$ cat config.mk
export PLATFORM = sky130hd
export DESIGN_NAME = mem_port_arbiter
export DESIGN_NICKNAME = d
export VERILOG_FILES = /design/src/rtl/misc_v_mem_pkg.sv /design/src/rtl/mem_port_arbiter_streak.sv /design/src/rtl/mem_port_arbiter.sv
export SDC_FILE = /design/constraint.sdc
export NUM_CORES = 1
export LEC_CHECK = 0
export CORE_AREA = 3 3 100 78
export DETAILED_ROUTE_END_ITERATION = 7
export DIE_AREA = 0 0 103 81
export PLACE_DENSITY = 0.81
export SLEW_MARGIN = 20
export SYNTH_ARGS = -nofsm -noshare
export SYNTH_HDL_FRONTEND = slang
export SYNTH_SLANG_ARGS = --single-unit
$ cat constraint.sdc
create_clock -name clk -period 6.3 [get_ports clk]
set_input_delay 1.89 -clock clk [delete_from_list [all_inputs] [get_ports clk]]
set_output_delay 1.89 -clock clk [all_outputs]
set_load 0.1 [all_outputs]
$ cat src/rtl/misc_v_mem_pkg.sv
// Shared memory-subsystem definitions for the CPU, the unified memory and
// the IF/MEM port arbiter: bus widths, the default memory-mapped I/O word
// address, the starvation limit and the arbiter owner encoding.
package misc_v_mem_pkg;

    localparam int unsigned MEM_ADDR_W         = 16;
    localparam int unsigned MEM_DATA_W         = 16;
    localparam logic [15:0] IO_ADDR_DEFAULT    = 16'hFFFF;
    localparam int unsigned STARVE_MAX_DEFAULT = 4;

    // Which requester owns the memory response in the following cycle.
    // IO accesses are tracked separately because they can coexist with an
    // IF memory grant in the same cycle.
    typedef enum logic [1:0] {
        OWN_NONE   = 2'd0,
        OWN_IF     = 2'd1,
        OWN_DM_MEM = 2'd2
    } owner_e;

endpackage

$ cat src/rtl/mem_port_arbiter_streak.sv
// Saturating streak counter for the memory port arbiter.
// Counts consecutive MEM-stage memory grants while a fetch is waiting.
//   clk     in   rising-edge clock
//   rst     in   asynchronous active-high reset
//   inc     in   increment (saturates at MAX)
//   clr     in   clear to zero (takes priority over inc)
//   at_max  out  count equals MAX
module arb_streak_counter #(
    parameter int unsigned MAX = 4
) (
    input  logic clk,
    input  logic rst,
    input  logic inc,
    input  logic clr,
    output logic at_max
);

    localparam int unsigned W = $clog2(MAX + 1);

    logic [W-1:0] cnt_q;

    assign at_max = (cnt_q == W'(MAX));

    always_ff @(posedge clk or posedge rst) begin
        if (rst) begin
            cnt_q <= '0;
        end else if (clr) begin
            cnt_q <= '0;
        end else if (inc && !at_max) begin
            cnt_q <= cnt_q + W'(1);
        end
    end

endmodule

$ cat src/rtl/mem_port_arbiter.sv
// Arbiter sharing the single-ported unified memory between instruction
// fetch (IF) and load/store (MEM). The MEM stage normally wins; after
// STARVE_MAX consecutive MEM grants with a fetch waiting, the fetch is forced
// through. Data word IO_ADDR maps to io_in/io_out and never uses the memory
// port, so an IO access can be granted alongside a fetch.
//   clk, reset                        clock, async active-high reset
//   if_req/if_addr                    fetch request
//   if_stall/if_valid/if_rdata        fetch stall, response pulse, data
//   dm_req/dm_we/dm_addr/dm_wdata     load/store request
//   dm_stall/dm_valid/dm_rdata        load/store stall, response pulse, data
//   mem_en/mem_we/mem_addr/mem_wdata  memory macro command (all 0 when idle)
//   mem_rdata                         memory read data, cycle after mem_en
//   io_in/io_out                      external input port / output register
module mem_port_arbiter
    import misc_v_mem_pkg::*;
#(
    parameter int unsigned       ADDR_W     = MEM_ADDR_W,
    parameter int unsigned       DATA_W     = MEM_DATA_W,
    parameter logic [ADDR_W-1:0] IO_ADDR    = ADDR_W'(IO_ADDR_DEFAULT),
    parameter int unsigned       STARVE_MAX = STARVE_MAX_DEFAULT
) (
    input  logic              clk,
    input  logic              reset,
    input  logic              if_req,
    input  logic [ADDR_W-1:0] if_addr,
    output logic              if_stall,
    output logic              if_valid,
    output logic [DATA_W-1:0] if_rdata,
    input  logic              dm_req,
    input  logic              dm_we,
    input  logic [ADDR_W-1:0] dm_addr,
    input  logic [DATA_W-1:0] dm_wdata,
    output logic              dm_stall,
    output logic              dm_valid,
    output logic [DATA_W-1:0] dm_rdata,
    output logic              mem_en,
    output logic              mem_we,
    output logic [ADDR_W-1:0] mem_addr,
    output logic [DATA_W-1:0] mem_wdata,
    input  logic [DATA_W-1:0] mem_rdata,
    input  logic [DATA_W-1:0] io_in,
    output logic [DATA_W-1:0] io_out
);

    owner_e            owner_q, owner_d;
    logic              io_pend_q;
    logic              dm_we_q;
    logic [DATA_W-1:0] io_rdata_q;

    logic dm_io, dm_mem;
    logic if_grant, dm_mem_grant, dm_io_grant, dm_grant;
    logic at_max, streak_inc, streak_clr;

    arb_streak_counter #(
        .MAX (STARVE_MAX)
    ) u_streak (
        .clk    (clk),
        .rst    (reset),
        .inc    (streak_inc),
        .clr    (streak_clr),
        .at_max (at_max)
    );

    // Grant and memory command; no grants at all while reset is held.
    always_comb begin
        dm_io        = dm_req & (dm_addr == IO_ADDR);
        dm_mem       = dm_req & ~dm_io;
        if_grant     = ~reset & if_req & (~dm_mem | at_max);
        dm_mem_grant = ~reset & dm_mem & ~(if_req & at_max);
        dm_io_grant  = ~reset & dm_io;
        dm_grant     = dm_mem_grant | dm_io_grant;

        if_stall = if_req & ~if_grant;
        dm_stall = dm_req & ~dm_grant;

        streak_inc = dm_mem_grant & if_req & ~if_grant;
        streak_clr = if_grant | ~if_req;

        mem_en    = 1'b0;
        mem_we    = 1'b0;
        mem_addr  = '0;
        mem_wdata = '0;
        owner_d   = OWN_NONE;
        if (if_grant) begin
            mem_en   = 1'b1;
            mem_addr = if_addr;
            owner_d  = OWN_IF;
        end else if (dm_mem_grant) begin
            mem_en    = 1'b1;
            mem_we    = dm_we;
            mem_addr  = dm_addr;
            mem_wdata = dm_wdata;
            owner_d   = OWN_DM_MEM;
        end
    end

    always_ff @(posedge clk or posedge reset) begin
        if (reset) begin
            owner_q    <= OWN_NONE;
            io_pend_q  <= 1'b0;
            dm_we_q    <= 1'b0;
            io_rdata_q <= '0;
            io_out     <= '0;
        end else begin
            owner_q   <= owner_d;
            io_pend_q <= dm_io_grant;
            dm_we_q   <= dm_grant & dm_we;
            if (dm_io_grant && !dm_we) begin
                io_rdata_q <= io_in;
            end
            if (dm_io_grant && dm_we) begin
                io_out <= dm_wdata;
            end
        end
    end

    // Responses appear the cycle after the grant; data is zero otherwise.
    always_comb begin
        if_valid = (owner_q == OWN_IF);
        if_rdata = if_valid ? mem_rdata : '0;
        dm_valid = (owner_q == OWN_DM_MEM) | io_pend_q;
        dm_rdata = '0;
        if (!dm_we_q) begin
            if (owner_q == OWN_DM_MEM) begin
                dm_rdata = mem_rdata;
            end else if (io_pend_q) begin
                dm_rdata = io_rdata_q;
            end
        end
    end

endmodule

# Yosys cells after proc, flatten, opt, wreduce, memory -nomap -nowiden

Cells that the tools add are included.

Mux-type cells: 16
Multiply operators: 0
Divide/modulo/power cells: 0
Equality and inequality tests: 4
$lt $le $gt $ge: 0
Reductions and logical operators: 6
Bitwise gates (word level): 24
Shift operators: 0
Add/sub/neg operators: 1

Operator list:

| operator                                                              | count |
|---|---|
| 16-bit 2-to-1 mux                                                     | 8 |
| 16-bit equality test, second input constant                           | 1 |
| 1-bit bitwise AND                                                     | 13 |
| 1-bit inverter                                                        | 7 |
| 3-bit 2-to-1 mux                                                      | 2 |
| 1-bit 2-to-1 mux                                                      | 4 |
| 2-bit 2-to-1 mux                                                      | 2 |
| 1-bit bitwise OR                                                      | 4 |
| 3-bit by 1-bit adder with 3-bit output, second input constant         | 1 |
| 3-bit equality test, second input constant                            | 1 |
| 1-bit logical AND                                                     | 3 |
| 2-bit by 1-bit equality test with 1-bit output, second input constant | 1 |
| 2-bit equality test, second input constant                            | 1 |
| 1-bit zero test                                                       | 2 |
| 2-bit nonzero test                                                    | 1 |

Memory bits (read-only): 0
Bits in writable memories: 0
Logic and storage cells: 57
Latch bits: 0
Memories kept: 0
Input port bits: 85
Output and inout bits: 86
Register bits after elaboration: 39

# Longest topological paths before layout

Gate-level depths: netlist of run 1.

Depth after elaboration: 12
Depth in mapped cells: 6
Depth with buffers taken out: 6

# By module

A second synthesis of run 1 with hierarchy kept.

Cell total of the unflattened synthesis: 228
Area total of the unflattened synthesis: 2407.3 um2

By module, submodules not included:

| module             | instances | area an instance (um2) | seq. area each (um2) | cells each |
|---|---|---|---|---|
| mem_port_arbiter   | 1         | 2210.9                 | 900.9                | 209 |
| arb_streak_counter | 1         | 196.4                  | 75.1                 | 19 |

# Worst setup path before layout of run 1

Ideal clock, no wire load.

Kind: input-to-output
From: input reset
To: output if_stall
Buffers on the path: 2
Required time: 4.410 ns
Arrival time: 4.886 ns
Cell stages on the path: 4
Slack: -0.476 ns
Cell sequence: clkbuf_1 -> clkinv_1 -> clkbuf_1 -> a21oi_1

Word-level cells in the longest chain between the ends: 5

Ends and longest elaborated chain:

| what                           | RTL line               | text |
|---|---|---|
| start: declaration             | mem_port_arbiter.sv:23 | `input logic reset,` |
| 1-bit inverter                 | mem_port_arbiter.sv:68 | `if_grant = ~reset & if_req & (~dm_mem \| at_max);` |
| 1-bit bitwise AND (2 in a row) | mem_port_arbiter.sv:68 |  |
| 1-bit inverter                 | mem_port_arbiter.sv:73 | `if_stall = if_req & ~if_grant;` |
| 1-bit bitwise AND              | mem_port_arbiter.sv:73 |  |
| end: declaration               | mem_port_arbiter.sv:26 | `output logic if_stall,` |

Every way passes these cells.

# Worst setup path after layout of run 1

From: input dm_addr[6]
To: output mem_addr[6]

Word-level cells in the longest chain between the ends: 8
Elaborated cells between the ends (all ways): 11
Those cells by class: 1 x eq/ne; 2 x mux; 8 x bitwise

Ends and longest elaborated chain:

| what                                                          | RTL line                                       | text |
|---|---|---|
| start: declaration                                            | mem_port_arbiter.sv:31                         | `input logic [ADDR_W-1:0] dm_addr,` |
| 16-bit equality test                                          | mem_port_arbiter.sv:66                         | `dm_io = dm_req & (dm_addr == IO_ADDR);` |
| 1-bit bitwise AND                                             | mem_port_arbiter.sv:66                         |  |
| 1-bit inverter                                                | mem_port_arbiter.sv:67                         | `dm_mem = dm_req & ~dm_io;` |
| 1-bit bitwise AND                                             | mem_port_arbiter.sv:67                         |  |
| 1-bit bitwise AND / 1-bit inverter (equally long branches)    | mem_port_arbiter.sv:69, mem_port_arbiter.sv:68 |  |
| 1-bit bitwise AND / 1-bit bitwise OR (equally long branches)  | mem_port_arbiter.sv:69, mem_port_arbiter.sv:68 |  |
| 16-bit 2-to-1 mux / 1-bit bitwise AND (equally long branches) | mem_port_arbiter.sv:88, mem_port_arbiter.sv:68 |  |
| 16-bit 2-to-1 mux (*)                                         | mem_port_arbiter.sv:84                         | `if (if_grant) begin` |
| end: declaration                                              | mem_port_arbiter.sv:38                         | `output logic [ADDR_W-1:0] mem_addr,` |

Every way passes the cells marked *; elsewhere a longest branch is shown, timed or not.

==> results by group, run 1 <==
Timing
  – Fmax: 164 MHz
  – Setup TNS: 0 ns
  – Minimum clock period: 6.08 ns
  – Final Hold Vio Count: 0
  – Min setup slack post-route: 0.216 ns
  – Slew Limit Fails: 0
  – Clock skew: 0.00555 ns
  – Final worst path period share: 96.6%
  – Least-Margin Pin Slew: 1.00 ns
  – RSZ-0062 raised after global routing: false
  – Max-slew headroom: 33.0%
  – # setup viols final: 0

Yosys
  – Synth Register Bits: 39
  – Sequential fraction of the synthesis area: 39.5%
  – Synthesized area: 2470 sq um
  – Async SR Flop Fraction: 100%
  – Post-synth EDFFs: 0
  – Commonest register cell after synthesis: dfrtp_1
  – Mapped Avg Cell Area: 9.97 sq um
  – Yosys warning total: 0
  – Synth Instances: 248
  – Synth cell types: 34
  – Syn Nets: 335

Global routing
  – First-pass GRT wire length: 13000 microns
  – Initial antenna violation count: 0
  – Grt ovf: 0
  – Largest net degree at the start of global routing: 73
  – Global-route usage over all layers: 19.7%
  – Number of global-route vias before repair: 2593

Critical path
  – FF-to-FF setup slack: 4.53 ns
  – Worst R2R Path Depth: 6
  – Worst Path Arrival: 4.19 ns
  – Worst setup EP type: primary output
  – Critical path required time: 4.41 ns
  – FF-to-FF Start: u_streak.cnt_q[0]
  – CP Launch Point: dm_addr[6]
  – Crit path launch type: input pin
  – Crit-path max FO: 15
  – RR Endpoint: u_streak.cnt_q[1]
  – Critical path class: input pin to primary output

Place
  – Pre-CTS setup slack: 0.194 ns
  – Port Buf Inserts: 170
  – DP HPWL: 6450 microns
  – RePlAce Congestion: 0.857

Pwr
  – Leakage: 0.00208 uW
  – Sw frac: 35.0%
  – Sequential Power Share: 31.4%
  – Cell-internal power: 524 uW
  – Worst vdd ir: 0.000144 V
  – Power Total: 806 uW
  – Net Sw Power: 282 uW
  – Power density over cell area: 173 nW/um^2
  – Clock share of power: 30.2%
  – Logic pwr share: 38.4%

Drt
  – ANT nets after route: 0
  – # DRC: 0
  – Final WL: 8320 microns
  – Initial drt markers: 61
  – DR vias/cell: 5.16
  – Pre-antenna DRT Iters: 4
  – WL per Instance: 16.8 microns
  – Total number of vias: 2548

Clock tree
  – Post-CTS Setup Inserts: 0
  – # resized after CTS: 0
  – Clock sinks: 39
  – CTS buffer count: 5
  – H-tree lvl count: 2
  – TritonCTS clock tree: built
  – Root buf cell: clkbuf_8
  – Clock slew at reported path FFs: 0.07 ns
  – Worst skew pair latency: 0.28 ns
  – # hold bufs at CTS: 0
  – Clock Path Buffers: 2

Cells and area
  – P&R area growth vs syn: 88.0%
  – Fillcell total: 523
  – Fraction of layout cells with a size suffix above 1: 30.5%
  – Final #Nets: 496
  – ANT cells: 0

Flow run
  – Maxcap violations: 0

Floorplanning
  – Die H: 81 microns
  – Rows: 26
  – Die ar.: 8340 sq um
  – Ports: 171
  – Core Footprint: 6830 sq um
  – Initial Util: 36.2%
  – Die width: 103 microns

Min path
  – Worst Hold End: io_out[10]
  – Hold depth: 1
  – Worst Hold Class: flip-flop to flip-flop
  – Hold Startpoint: io_out[10]

Run status
  – Status: completed
## layer usage
metal / vias to the layer above / track usage [%] / share of wire, %
met5: - / 0 / 0
met4: 0 / 2.33 / 0.26
met3: 4 / 5.58 / 8.2
met2: 100 / 36.7 / 51
met1: 1223 / 23.2 / 40
li1: 1221 / - / -
## worst max-delay path, stage by stage
cell and delay [ns]:
clkdlybuf4s50_1 0.51, nand4_1 0.24, o41ai_1 0.67, a31oi_2 0.29, a32o_1 0.41, buf_12 0.18
## cell usage in the layout, fill, tap and decap left out, drive strengths merged
cell type and n:
a21boi 1, a21oi 20, a311oi 1, a31oi 2, a32o 16, and2 35
and3 15, buf 72, bufinv 2, clkbuf 6, clkdlybuf4s50 102, dfrtp 39
ha 2, inv 4, mux2 32, nand2 22, nand2b 2, nand3 17
nand4 5, nor2 1, nor2b 2, nor3 2, nor4 1, o21a 1
o31ai 1, o41ai 1, or3 1, or4 2, or4b 3
## metrics by stage
step | hold WS, ns | area [sq um] | std cells | util [%]
2_1_floorplan | 0.480 | 2480 | 248 | -
3_3_place_gp | 0.487 | 4500 | 486 | 65.8
3_5_place_dp | 0.493 | 4500 | 486 | 65.9
4_1_cts | 0.513 | 4640 | 494 | 67.9
5_1_grt | 0.526 | 4650 | 494 | 68.1
6_report | 0.511 | 4650 | 494 | 68.1
## synthesized netlist by cell type, types with 2 or more instances
cell type  instances  share of area (%)
dfrtp_1           39                 39
inv_1              3               0.46
nand2b_1           2               0.51
nand2_1           22                3.3
a32o_1            16                6.5
clkbuf_1          15                2.3
a21oi_1           20                4.0
ha_1               2                1.0
and3_1            15                3.8
mux2_4            10                6.1
a31oi_1            2               0.51
nand3_1           17                3.4
nand4_2            3                1.5
and2_1            35                8.9
mux2_2            22                 10
nand4_1            2               0.51
nor2b_1            2               0.51
or4b_2             3                1.2
buf_2              3               0.61
## registers in the layout, summed over array words and instances (netlist names)
| signal | cells |
|---|---|
| u_streak.cnt_q | 3 |
| dm_we_q | 1 |
| io_pend_q | 1 |
| io_rdata_q | 16 |
| io_out | 16 |
| owner_q | 2 |
## power groups by stage
| stage | registers (uW) | logic, uW | clock network (uW) |
|---|---|---|---|
| after floorplan | 257 | 178 | 0 |
| after global placement | 258 | 306 | 0 |
| after detailed placement | 258 | 309 | 0 |
| after CTS | 253 | 310 | 251 |
| after global routing | 254 | 321 | 263 |
| final | 253 | 309 | 244 |
## cell type report
cell class                 count  area (sq um)  area share [%]
timing repair buffer         174          2000            43.0
clock inverter                 2          60.1            1.29
inverter                       4          15.0           0.323
tap                           84           105            2.26
multi-input combinational    185          1420            30.6
clock buffer                   6          72.6            1.56
sequential                    39           976            21.0
## worst max-delay path by stage
stage / slack [ns] / cells past startpoint / to
finish: 0.22 / 6 / mem_addr[6]
global route: 0.02 / 6 / mem_addr[6]
CTS: 0.19 / 5 / mem_wdata[14]
detailed placement: 0.19 / 5 / mem_wdata[13]
global placement: 0.22 / 6 / mem_addr[14]
floorplan: 0.45 / 4 / if_stall
## cell families (layout without fill, tap and decap cells)
family / count (synthesis) / in the layout / synth area share (%)
and+or+nand+nor: 108 / 108 / 26.6
AOI/OAI and AO/OA: 43 / 43 / 12.6
DFF: 39 / 39 / 39.5
muxes: 32 / 32 / 16.1
buffers and inverters: 24 / 186 / 4.25
adders and majority gates: 2 / 2 / 1.01
(Power assumes the default switching activity.)
==> inputs of run 2 (changes only) <==
==> constraint.sdc (replaced) <==
create_clock -name clk -period 6.94 [get_ports clk]
set_input_delay 2.082 -clock clk [delete_from_list [all_inputs] [get_ports clk]]
set_output_delay 2.082 -clock clk [all_outputs]
set_load 0.1 [all_outputs]
==> results by group, run 2 (synthesis gave the netlist of run 1 again) <==
Drt
  – Pre-antenna DRT Iters: 4
  – Total number of vias: 2585
  – # DRC: 0
  – WL per Instance: 17.5 microns
  – Initial drt markers: 110
  – ANT nets after route: 0
  – Final WL: 8620 microns
  – DR vias/cell: 5.24

Floorplanning
  – Die width: 103 microns
  – Ports: 171
  – Core Footprint: 6830 sq um
  – Die H: 81 microns
  – Rows: 26
  – Die ar.: 8340 sq um
  – Initial Util: 36.2%

Clock tree
  – Root buf cell: clkbuf_8
  – Clock sinks: 39
  – TritonCTS clock tree: built
  – # resized after CTS: 0
  – H-tree lvl count: 2
  – Clock Path Buffers: 2
  – # hold bufs at CTS: 0
  – Post-CTS Setup Inserts: 0
  – Worst skew pair latency: 0.28 ns
  – Clock slew at reported path FFs: 0.08 ns
  – CTS buffer count: 5

Timing
  – Min setup slack post-route: 0.466 ns
  – Least-Margin Pin Slew: 1.00 ns
  – Final worst path period share: 93.3%
  – Fmax: 154 MHz
  – # setup viols final: 0
  – Max-slew headroom: 32.9%
  – Minimum clock period: 6.47 ns
  – Clock skew: 0.00395 ns
  – RSZ-0062 raised after global routing: false
  – Final Hold Vio Count: 0
  – Setup TNS: 0 ns
  – Slew Limit Fails: 0

Global routing
  – GR peak layer: met2
  – GRT met3 Usage: 5.67%
  – Global routing met1 resource utilization: 26.3%
  – Global-route usage over all layers: 20.3%
  – First-pass GRT wire length: 13300 microns
  – Largest net degree at the start of global routing: 73
  – Number of global-route vias before repair: 2620
  – Met2 Use GR: 34.2%
  – Initial antenna violation count: 0
  – Grt ovf: 0

Pwr
  – Logic pwr share: 40.5%
  – Sequential Power Share: 33.5%
  – Power density over cell area: 150 nW/um^2
  – Sw frac: 36.6%
  – Worst vdd ir: 0.000108 V
  – Net Sw Power: 252 uW
  – Leakage: 0.00206 uW
  – Clock share of power: 26.0%
  – Power Total: 687 uW
  – Cell-internal power: 436 uW

Place
  – Placed Area: 4480 sq um
  – RePlAce Congestion: 0.795
  – Pre-CTS setup slack: 0.490 ns
  – DP HPWL: 6610 microns
  – Port Buf Inserts: 170

Min path
  – Worst Hold Class: flip-flop to flip-flop
  – Hold Startpoint: io_out[0]

Cells and area
  – Final #Nets: 496
  – ANT cells: 0
  – Leading cell types in the layout, fill and taps excluded: 102 x clkdlybuf4s50_1, 39 x dfrtp_1, 39 x buf_4
  – Fraction of layout cells with a size suffix above 1: 30.1%
  – Core Util, Final: 67.1%
  – Fillcell total: 521
  – P&R area growth vs syn: 85.2%
  – Design area: 4580 sq um
  – Top flop regs: io_out: 16 flops, io_rdata_q: 16 flops, u_streak.cnt_q: 3 flops
  – Commonest non-fill, non-tap cell in the layout: clkdlybuf4s50_1

Critical path
  – Worst setup EP type: primary output
  – Critical path class: input pin to primary output
  – Critical path required time: 4.86 ns
  – FF-to-FF Start: u_streak.cnt_q[0]
  – CP Launch Point: dm_addr[6]
  – Crit path launch type: input pin
  – Worst Path Arrival: 4.39 ns
  – RR Endpoint: u_streak.cnt_q[1]
  – CP peak stage delay: 0.67 ns
  – CP max-delay cell: o41ai_1
  – CP Capture Point: mem_addr[14]
  – Crit-path max FO: 15
  – Crit path cell chain: clkdlybuf4s50_1, nand4_1, o41ai_1, a31oi_2, a32o_1, buf_12
  – FF-to-FF setup slack: 5.17 ns
  – Worst R2R Path Depth: 6

Run status
  – Status: completed

Flow run
  – Maxcap violations: 0
[run 2: metrics by stage]
stage               hold slack (ns)  cells
floorplan                     0.480    248
global placement              0.487    486
detailed placement            0.493    486
CTS                           0.512    493
global route                  0.520    493
finish                        0.507    493
[run 2: final cells by class]
class	count	area, sq um	area share (%)
Inverter	4	15.0	0.328
Clock inverter	1	30.0	0.656
Clock buffer	6	72.6	1.58
Sequential cell	39	976	21.3
Timing Repair Buffer	174	1970	43.1
Tap cell	84	105	2.29
Multi-Input combinational cell	185	1410	30.7
[run 2: how the worst min path moves through the flow]
stage	slack, ns	cells past startpoint	endpoint
after floorplan	0.48	1	io_rdata_q[9]
after global placement	0.49	1	io_out[6]
after detailed placement	0.49	1	io_rdata_q[3]
after CTS	0.51	1	io_out[14]
after global routing	0.52	1	io_rdata_q[8]
final	0.51	1	io_out[0]
[run 2: power by group through the flow]
| stage | combinational [uW] | sequential (uW) | clock (uW) |
|---|---|---|---|
| after global routing | 289 | 230 | 196 |
| after floorplan | 161 | 233 | 0 |
| after CTS | 280 | 230 | 186 |
| after detailed placement | 279 | 235 | 0 |
| final | 279 | 230 | 179 |
| after global placement | 276 | 235 | 0 |
[run 2: critical path, delay by kind of cell]
kind / cells / cell delay, ns
and+or+nand+nor: 1 / 0.24
AOI/OAI and AO/OA: 3 / 1.39
buffers and inverters: 2 / 0.68
[run 2: metal layers]
layer	up-vias	share of wire, %
met5	-	0
met4	0	0.60
met3	6	8.1
met2	109	48
met1	1246	43
li1	1224	-
